## config.mk

```make
export PLATFORM = sky130hd
export DESIGN_NAME = usrt_regctl
export DESIGN_NICKNAME = d
export VERILOG_FILES = /design/src/rtl/usrt_pkg.sv /design/src/rtl/usrt_txfifo.sv /design/src/rtl/usrt_regctl.sv
export SDC_FILE = /design/constraint.sdc
export NUM_CORES = 1
export LEC_CHECK = 0
export BUFFER_PORTS_ARGS = -buffer_cell sky130_fd_sc_hd__buf_2
export CORE_MARGIN = 5
export CORE_UTILIZATION = 31
export DETAILED_ROUTE_END_ITERATION = 6
export HOLD_SLACK_MARGIN = 0.03
export SLEW_MARGIN = 10
export SYNTH_ARGS = -nofsm -noshare
export SYNTH_HDL_FRONTEND = slang
export SYNTH_SLANG_ARGS = --single-unit
```

## constraint.sdc

```tcl
create_clock -name i_Clk -period 4.67 [get_ports i_Clk]
set_input_delay 1.401 -clock i_Clk [delete_from_list [all_inputs] [get_ports i_Clk]]
set_output_delay 1.401 -clock i_Clk [all_outputs]
set_load 0.01 [all_outputs]
```

## src/rtl/usrt_pkg.sv

```systemverilog
// Shared definitions for the USRT register controller.
//   - register select codes used by the read-data mux
//   - status register bit positions
//   - TX write FSM state type
//   - default character width
package usrt_pkg;

  localparam int unsigned DataWDefault = 8;

  localparam logic [1:0] SelSt   = 2'b00;
  localparam logic [1:0] SelTx   = 2'b01;
  localparam logic [1:0] SelRx   = 2'b10;
  localparam logic [1:0] SelNone = 2'b11;

  localparam int unsigned BitTxEmpty  = 0;
  localparam int unsigned BitTxFull   = 1;
  localparam int unsigned BitRxValid  = 2;
  localparam int unsigned BitOverrun  = 3;
  localparam int unsigned BitTxDrop   = 4;
  localparam int unsigned BitTxBusy   = 5;
  localparam int unsigned BitIrqEnRx  = 8;
  localparam int unsigned BitIrqEnTxe = 9;
  localparam int unsigned BitIrqEnErr = 10;
  localparam int unsigned BitCountLo  = 12;

  typedef enum logic [0:0] {StIdle, StWait} tx_state_e;

endpackage

```

## src/rtl/usrt_txfifo.sv

```systemverilog
// TX FIFO between the APB write path and the TX shifter.
//   clk_i/rst_ni   clock, async active-low reset
//   push_i/data_i  write one entry (caller guarantees room or a same-cycle pop)
//   pop_i          drop the head entry
//   data_o         head entry
//   full_o/empty_o occupancy flags
//   count_o        number of stored entries
module usrt_txfifo #(
  parameter int unsigned Depth = 4,
  parameter int unsigned DataW = 8
) (
  input  logic                     clk_i,
  input  logic                     rst_ni,
  input  logic                     push_i,
  input  logic [DataW-1:0]         data_i,
  input  logic                     pop_i,
  output logic [DataW-1:0]         data_o,
  output logic                     full_o,
  output logic                     empty_o,
  output logic [$clog2(Depth):0]   count_o
);

  localparam int unsigned AddrW  = $clog2(Depth);
  localparam int unsigned CountW = AddrW + 1;

  logic [DataW-1:0]  mem_q [Depth];
  logic [AddrW-1:0]  wptr_q, rptr_q;
  logic [CountW-1:0] count_q, count_d;

  // Depth is a power of two, so pointers wrap by natural overflow.
  always_comb begin
    count_d = count_q;
    unique case ({push_i, pop_i})
      2'b10:   count_d = count_q + CountW'(1);
      2'b01:   count_d = count_q - CountW'(1);
      default: count_d = count_q;
    endcase
  end

  always_ff @(posedge clk_i or negedge rst_ni) begin
    if (!rst_ni) begin
      wptr_q  <= '0;
      rptr_q  <= '0;
      count_q <= '0;
    end else begin
      if (push_i) wptr_q <= wptr_q + AddrW'(1);
      if (pop_i)  rptr_q <= rptr_q + AddrW'(1);
      count_q <= count_d;
    end
  end

  always_ff @(posedge clk_i) begin
    if (push_i) mem_q[wptr_q] <= data_i;
  end

  assign data_o  = mem_q[rptr_q];
  assign empty_o = (count_q == '0);
  assign full_o  = (count_q == CountW'(Depth));
  assign count_o = count_q;

endmodule

```

## src/rtl/usrt_regctl.sv

```systemverilog
// APB-side register controller for the USRT peripheral.
//   i_Clk/i_Rst_n        clock, async active-low reset
//   i_Stw_En/i_Str_En    status write / read strobes
//   i_Tx_En/i_Rx_En      TX data write / RX data read strobes
//   i_Pwdata, o_Prdata   APB write / read data
//   o_Pready, o_Pslverr  APB completion (wait states while TX FIFO full)
//   o_Tx_*, i_Tx_*       TX FIFO head handshake with the TX shifter
//   i_Rx_Data/i_Rx_Valid character from the RX shifter
//   o_Irq                registered level interrupt
module usrt_regctl
  import usrt_pkg::*;
#(
  parameter int unsigned DATA_W   = DataWDefault,
  parameter int unsigned TX_DEPTH = 4,
  parameter int unsigned WAIT_MAX = 15
) (
  input  logic              i_Clk,
  input  logic              i_Rst_n,
  input  logic              i_Stw_En,
  input  logic              i_Str_En,
  input  logic              i_Tx_En,
  input  logic              i_Rx_En,
  input  logic [31:0]       i_Pwdata,
  output logic [31:0]       o_Prdata,
  output logic              o_Pready,
  output logic              o_Pslverr,
  output logic [DATA_W-1:0] o_Tx_Data,
  output logic              o_Tx_Valid,
  input  logic              i_Tx_Ready,
  input  logic              i_Tx_Busy,
  input  logic [DATA_W-1:0] i_Rx_Data,
  input  logic              i_Rx_Valid,
  output logic              o_Irq
);

  localparam int unsigned CntW = $clog2(WAIT_MAX + 1);

  tx_state_e                 state_q, state_d;
  logic [CntW-1:0]           cnt_q, cnt_d;
  logic                      push, pop, push_ok, drop_set;
  logic                      fifo_full, fifo_empty;
  logic [$clog2(TX_DEPTH):0] fifo_count;

  logic [DATA_W-1:0] rx_data_q;
  logic              rx_valid_q, overrun_q, overrun_d, drop_q, drop_d;
  logic              en_rx_q, en_txe_q, en_err_q, irq_d, irq_q;
  logic              tx_empty_idle;
  logic [31:0]       status;
  logic [1:0]        sel;
  logic              unused_pwdata;

  assign unused_pwdata = ^i_Pwdata;

  assign pop     = !fifo_empty && i_Tx_Ready;
  assign push_ok = !fifo_full || pop;

  usrt_txfifo #(
    .Depth (TX_DEPTH),
    .DataW (DATA_W)
  ) u_txfifo (
    .clk_i   (i_Clk),
    .rst_ni  (i_Rst_n),
    .push_i  (push),
    .data_i  (i_Pwdata[DATA_W-1:0]),
    .pop_i   (pop),
    .data_o  (o_Tx_Data),
    .full_o  (fifo_full),
    .empty_o (fifo_empty),
    .count_o (fifo_count)
  );

  assign o_Tx_Valid = !fifo_empty;

  // TX write FSM: stalls the APB access while the FIFO is full.
  always_comb begin
    state_d   = state_q;
    cnt_d     = cnt_q;
    push      = 1'b0;
    drop_set  = 1'b0;
    o_Pready  = 1'b1;
    o_Pslverr = 1'b0;
    unique case (state_q)
      StIdle: begin
        if (i_Tx_En) begin
          if (push_ok) begin
            push = 1'b1;
          end else begin
            o_Pready = 1'b0;
            cnt_d    = CntW'(1);
            state_d  = StWait;
          end
        end
      end
      StWait: begin
        if (!i_Tx_En) begin
          cnt_d   = '0;
          state_d = StIdle;
        end else if (push_ok) begin
          push    = 1'b1;
          cnt_d   = '0;
          state_d = StIdle;
        end else if (cnt_q == CntW'(WAIT_MAX)) begin
          o_Pslverr = 1'b1;
          drop_set  = 1'b1;
          cnt_d     = '0;
          state_d   = StIdle;
        end else begin
          o_Pready = 1'b0;
          cnt_d    = cnt_q + CntW'(1);
        end
      end
      default: state_d = StIdle;
    endcase
  end

  always_comb begin
    status                            = '0;
    status[BitTxEmpty]                = fifo_empty;
    status[BitTxFull]                 = fifo_full;
    status[BitRxValid]                = rx_valid_q;
    status[BitOverrun]                = overrun_q;
    status[BitTxDrop]                 = drop_q;
    status[BitTxBusy]                 = i_Tx_Busy || !fifo_empty;
    status[BitIrqEnRx]                = en_rx_q;
    status[BitIrqEnTxe]               = en_txe_q;
    status[BitIrqEnErr]               = en_err_q;
    status[BitCountLo+3:BitCountLo]   = 4'(fifo_count);
  end

  always_comb begin
    if (i_Str_En)     sel = SelSt;
    else if (i_Tx_En) sel = SelTx;
    else if (i_Rx_En) sel = SelRx;
    else              sel = SelNone;
    o_Prdata = '0;
    unique case (sel)
      SelSt:   o_Prdata = status;
      SelRx:   o_Prdata = rx_valid_q ? 32'(rx_data_q) : '0;
      default: o_Prdata = '0;
    endcase
  end

  // A new event in the same cycle as a w1c clear wins, so it is not lost.
  always_comb begin
    overrun_d = overrun_q;
    drop_d    = drop_q;
    if (i_Stw_En && i_Pwdata[BitOverrun]) overrun_d = 1'b0;
    if (i_Stw_En && i_Pwdata[BitTxDrop])  drop_d    = 1'b0;
    if (i_Rx_Valid && rx_valid_q && !i_Rx_En) overrun_d = 1'b1;
    if (drop_set) drop_d = 1'b1;
  end

  assign tx_empty_idle = fifo_empty && !i_Tx_Busy;
  assign irq_d = (en_rx_q && rx_valid_q) || (en_txe_q && tx_empty_idle) ||
                 (en_err_q && (overrun_q || drop_q));

  always_ff @(posedge i_Clk or negedge i_Rst_n) begin
    if (!i_Rst_n) begin
      state_q    <= StIdle;
      cnt_q      <= '0;
      rx_data_q  <= '0;
      rx_valid_q <= 1'b0;
      overrun_q  <= 1'b0;
      drop_q     <= 1'b0;
      en_rx_q    <= 1'b0;
      en_txe_q   <= 1'b0;
      en_err_q   <= 1'b0;
      irq_q      <= 1'b0;
    end else begin
      state_q   <= state_d;
      cnt_q     <= cnt_d;
      overrun_q <= overrun_d;
      drop_q    <= drop_d;
      irq_q     <= irq_d;
      if (i_Stw_En) begin
        en_rx_q  <= i_Pwdata[BitIrqEnRx];
        en_txe_q <= i_Pwdata[BitIrqEnTxe];
        en_err_q <= i_Pwdata[BitIrqEnErr];
      end
      // A read in the same cycle frees the holding register for the new character.
      if (i_Rx_Valid && (!rx_valid_q || i_Rx_En)) begin
        rx_data_q  <= i_Rx_Data;
        rx_valid_q <= 1'b1;
      end else if (i_Rx_En) begin
        rx_valid_q <= 1'b0;
      end
    end
  end

  assign o_Irq = irq_q;

endmodule

```

# Word level (Yosys, flattened, before mapping)
# Memories as Yosys holds them, arrays and structs flattened.
# Index checks and enable logic that the tools add are counted.
totals:
  out_inout_bits: 44
  memories: 1
  latch_bits: 0
  mem_bits_ro: 0
  ramBits: 32
  word_cells: 91
  ff_bits: 27
  in_bits: 49
classes:
  addsub: 5
  reduce_logical: 28
  n_mux: 36
  shifts: 0
  eq_ne: 7
  n_bitwise: 1
  magnitude_cmp: 0
  div: 0
  n_mul: 0
memory_table:
  columns: ["name", "words", "word_bits", "rd", "rd_clocked_by_memory_dff", "write_ports", "line", "text"]
  rows:
  - ["u_txfifo.mem_q", 4, 8, 1, 0, 1, "usrt_txfifo.sv:26", "logic [DataW-1:0] mem_q [Depth];"]
ops:
  columns: ["op", "count"]
  rows:
  - ["case mux 15 bit (2 select lines)", 1]
  - ["two-way mux 1 bit", 23]
  - ["two-way mux 4 bit", 5]
  - ["logical AND 1 bit", 10]
  - ["two-way mux 8 bit", 1]
  - ["case mux 4 bit (2 select lines)", 1]
  - ["nonzero test 2 bit", 4]
  - ["logical OR 1 bit", 6]
  - ["case mux 3 bit (2 select lines)", 1]
  - ["logical NOT 1 bit", 5]
  - ["adder 2 x 1 -> 2 bit, second input constant", 2]
  - ["adder 4 x 1 -> 4 bit, second input constant", 1]
  - ["equality test 2 bit, second input constant", 2]
  - ["equality test 4 bit, second input constant", 1]
  - ["two-way mux 2 bit", 2]
  - ["inequality test 2 bit, second input constant", 2]
  - ["case mux 1 bit (2 select lines)", 2]
  - ["adder 3 x 1 -> 3 bit, second input constant", 1]
  - ["equality test 3 bit, second input constant", 1]
  - ["logical NOT 3 bit", 1]
  - ["subtractor 3 x 1 -> 3 bit, second input constant", 1]
  - ["equality test 2 x 1 -> 1 bit, second input constant", 1]
  - ["logical NOT 2 bit", 1]
  - ["AND reduction 2 bit", 1]
  - ["inverter 1 bit", 1]

# Logic depth before layout (Yosys ltp)
logic_depth:
  ltp_word: 8
  depth_mapped: 10
  depth_no_buf: 9

# Cells and area by module
# Synthesis repeated with hierarchy kept, for this count alone.
hier_totals:
  cells_unflattened: 191
  area_unflattened_um2: 2713.9
modules_own_cells:
  columns: ["mod", "seq_area_each_um2", "area_per_inst_um2", "n_inst", "cells_per_inst"]
  rows:
  - ["usrt_txfifo", 1136.1, 1552.7, 1, 78]
  - ["usrt_regctl", 500.5, 1161.1, 1, 113]

# Worst setup path after synthesis
# Ideal clock, no wire load.
synth_timing:
  path_type: "input port to output port"
  start: "input i_Str_En"
  end: "output o_Prdata[3]"
  arrival_time_ns: 2.430
  stages: 3
  path_slack_ns: 0.839
  n_path_buf: 1
  required_ns: 3.269
  cell_sequence: "clkbuf_1 > nor4bb_1 > a22o_1"
synth_between:
  elab_chain_len: 3
  elab_cells_between_ends: 4
  classes_between: "1 x eq/ne; 2 x mux; 1 x reduce/logical"
synth_rtl:
  columns: ["item", "line", "text"]
  rows:
  - ["start, declared", "usrt_regctl.sv:20", "input logic i_Str_En,"]
  - ["two-way mux 2 bit *", "usrt_regctl.sv:131", "if (i_Str_En) sel = SelSt;"]
  - ["equality test 2 bit or logical NOT 2 bit (tied branches)", "usrt_regctl.sv:136", "unique case (sel)"]
  - ["case mux 15 bit (2 select lines) *", "usrt_regctl.sv:136", null]
  - ["end, declared", "usrt_regctl.sv:24", "output logic [31:0] o_Prdata,"]
# Every way passes the cells marked *; elsewhere a longest branch is shown, timed or not.

# Final worst setup path
layout_timing:
  start: "input i_Tx_Ready"
  end: "output o_Pslverr"
layout_between:
  elab_chain_len: 5
layout_rtl:
  columns: ["item", "line", "text"]
  rows:
  - ["start, declared", "usrt_regctl.sv:29", "input logic i_Tx_Ready,"]
  - ["logical AND 1 bit", "usrt_regctl.sv:54", "assign pop = !fifo_empty && i_Tx_Ready;"]
  - ["logical OR 1 bit", "usrt_regctl.sv:55", "assign push_ok = !fifo_full || pop;"]
  - ["two-way mux 1 bit", "usrt_regctl.sv:98", "end else if (push_ok) begin"]
  - ["two-way mux 1 bit", "usrt_regctl.sv:95", "if (!i_Tx_En) begin"]
  - ["two-way mux 1 bit", "usrt_regctl.sv:82", "unique case (state_q)"]
  - ["end, declared", "usrt_regctl.sv:26", "output logic o_Pslverr,"]
# Every way passes these cells.

==> results.md <==
- Least-Margin Pin Slew: 0.639 ns
- Reg area: 1640 um^2
- Hold_buf cts: 0
- First-pass GRT wire length: 8670 um
- Max-slew violations: 0
- Commonest non-fill, non-tap cells in the layout: buf_2, edfxtp_1, dfrtp_1, conb_1, nand2_1
- Worst min-delay path class: flip-flop to flip-flop
- Register bit total from synthesis: 59
- Post-DP HPWL: 3990 um
- GRT overflow: 0
- Core area: 8640 um^2
- Critical Path AT: 2.38 ns
- H-tree Lvls: 3
- Pwr/cell area: 523 nW/um^2
- Via density per instance: 4.53
- Lkg Pwr: 1.38 nW
- Post-CTS setup buffer count: 0
- Main synth FF type: edfxtp_1
- Initial antenna violation count: 0
- Final net count: 310
- Hold depth: 1
- RSZ-0062 raised after global routing: false
- Critical path class: input pin to output port
- Root buffer cell: clkbuf_8
- Post-synth EDFFs: 32
- Antenna Cells: 0
- Multi-input logic area: 926 um^2
- Total GRT Usage: 0.109
- Layout fillers: 847
- Worst vdd ir: 0.293 mV
- Io pins: 93
- Setup WS pre-CTS: 0.867 ns
- Die area: 10700 um^2
- CP Buf/Inv Count: 2
- Area of the mapped netlist: 2710 um^2
- Wire per inst: 14.8 um
- # port buffers: 53
- Final Hold Viols: 0
- DRC: 0
- Antenna-violating nets left: 0
- Largest area contributor in the netlist: edfxtp_1
- Largest fanout on the critical path: 5
- Post-route insts no fill: 367
- Die H: 103 um
- Final core area utilization: 0.374
- Final hold slack: 0.504 ns
- Critical-path cell list: buf_2 -> nor4b_2 -> nand2_1 -> nor2_1 -> buf_2
- Crit-path slowest cell: nor4b_2
- Ys async rst share: 0.458
- Die extent in x: 103 um
- DR pass1 iterations: 4
- TNS Setup: 0 ns
- Initial Util: 0.314
- Outcome: complete, no violations
- Bufs on Longest Clock Path: 2
- Area growth syn-to-layout: 19.2%
- Final min period: 3.78 ns
- Fmax: 0.265 GHz
- Placer Congestion: 0.755
- Worst EP required: 3.27 ns
- CTS tree: yes
- Cell family with the largest share of critical-path delay: simple AND/OR/NAND/NOR gates
- Clk_skew: 0.00437 ns
- Mapped Avg Cell Area: 13.8 um^2
- Syn. warnings: 0
- Top post-synthesis cells by area: edfxtp_1, dfrtp_1, mux4_2
- TritonCTS buffer count: 9
- Top cell type's share of synthesized area: 0.355
- CTS resizes: 0
- DR iter-0 viols: 43
- Clock Sink Count: 59
- Placed cells: 351
- Layout cells sized above 1: 0.340
- Row count: 34
- CP Capture Type: output port
- Critical Path Most Common Cell: buf_2
- Number of setup violations in the final report: 0
- Largest net degree at the start of global routing: 28
- Register area share after synthesis: 0.604
- Synth Instances: 196
- Final Routed Wirelength: 5430 um
- Worst skew pair latency: 0.34 ns
- CTS clk-pin slew, worst paths: 0.06 ns
- Relative slew slack: 0.574
- Worst setup margin: 0.893 ns
- Netlist cell types: 41
- Maxcap violations: 0
- DR vias: 1662
- Worst r2r path cells: 9
- Startpoint Class: input pin
- Largest stage delay, worst path: 0.35 ns
- Final period utilization: 0.809
- Levels on crit path: 5
- Most common cell after layout, fill and taps aside: buf_2
- Vias in the first global route: 1734
-- synth_stat cells (4+ instances only) --
cell type and instances:
ha_1 6, and3_1 4, buf_4 18, mux2_2 10, mux4_2 8, edfxtp_1 32
nand2_1 14, nor2_1 8, and2_1 6, inv_1 13, o21ai_0 8, dfrtp_1 27
-- area by class of cell --
cell class | count | area share
Clock buffer | 10 | 0.0396
Timing Repair Buffer | 54 | 0.0845
Clock inverter | 6 | 0.0248
Inverter | 13 | 0.0151
Tap cell | 108 | 0.0419
Multi-Input combinational cell | 117 | 0.287
Sequential cell | 59 | 0.507
-- registers in the layout, indices dropped and copies added (netlist names) --
name,count
u_txfifo.count_o,3
en_rx_q,1
state_q,1
en_txe_q,1
u_txfifo.wptr_q,2
cnt_q,4
u_txfifo.rptr_q,2
rx_data_q,8
en_err_q,1
o_Irq,1
overrun_q,1
drop_q,1
u_txfifo.mem_q,32
rx_valid_q,1
-- per-layer routing --
metal / vias to the layer above / global-route usage / part of all wire / routed length (um)
li1: 789 / - / - / -
met1: 808 / 0.142 / 0.44 / 2410
met3: 9 / 0.0523 / 0.082 / 447
met4: 0 / 0.0299 / 0.0098 / 53
met2: 56 / 0.163 / 0.46 / 2520
met5: - / 0 / 0 / 0
-- where the power goes --
part / switching [mW] / internal (mW) / leakage, nW
clock network: 0.195 / 0.296 / 0.101
logic: 0.224 / 0.212 / 0.658
registers: 0.0951 / 0.665 / 0.620
-- metrics by stage --
stage / cell area, um^2 / total power, mW
final: 3230 / 1.69
after global routing: 3230 / 1.81
after CTS: 3230 / 1.72
after detailed placement: 3020 / 1.22
after floorplan: 2770 / 1.06
after global placement: 3020 / 1.19
-- final timing paths --
path | from | endpoint | slack, ns
setup / recovery | i_Tx_Ready | o_Pslverr | 0.89
setup reg to reg | u_txfifo.count_o[0] | u_txfifo.count_o[2] | 2.44
hold reg to reg | rx_data_q[6] | rx_data_q[6] | 0.50
max in group asynchronous | i_Rst_n | o_Irq | 3.18
hold / removal | rx_data_q[6] | rx_data_q[6] | 0.50
min in group asynchronous | i_Rst_n | rx_data_q[0] | 1.08
-- cells by family (layout without fill, tap and decap cells) --
kind of cell               Yosys count  after routing  share of synthesized area
DFF                                 59             59                      0.604
and+or+nand+nor                     46             46                     0.0910
buffers and inverters               37             83                     0.0772
AOI/OAI and AO/OA                   21             21                     0.0596
muxes                               19             19                      0.112
adders and majority gates            7              7                     0.0351
xor gates and xnor gates             6              6                     0.0194
other                                1             18                    0.00138
(Power assumes the default switching activity.)
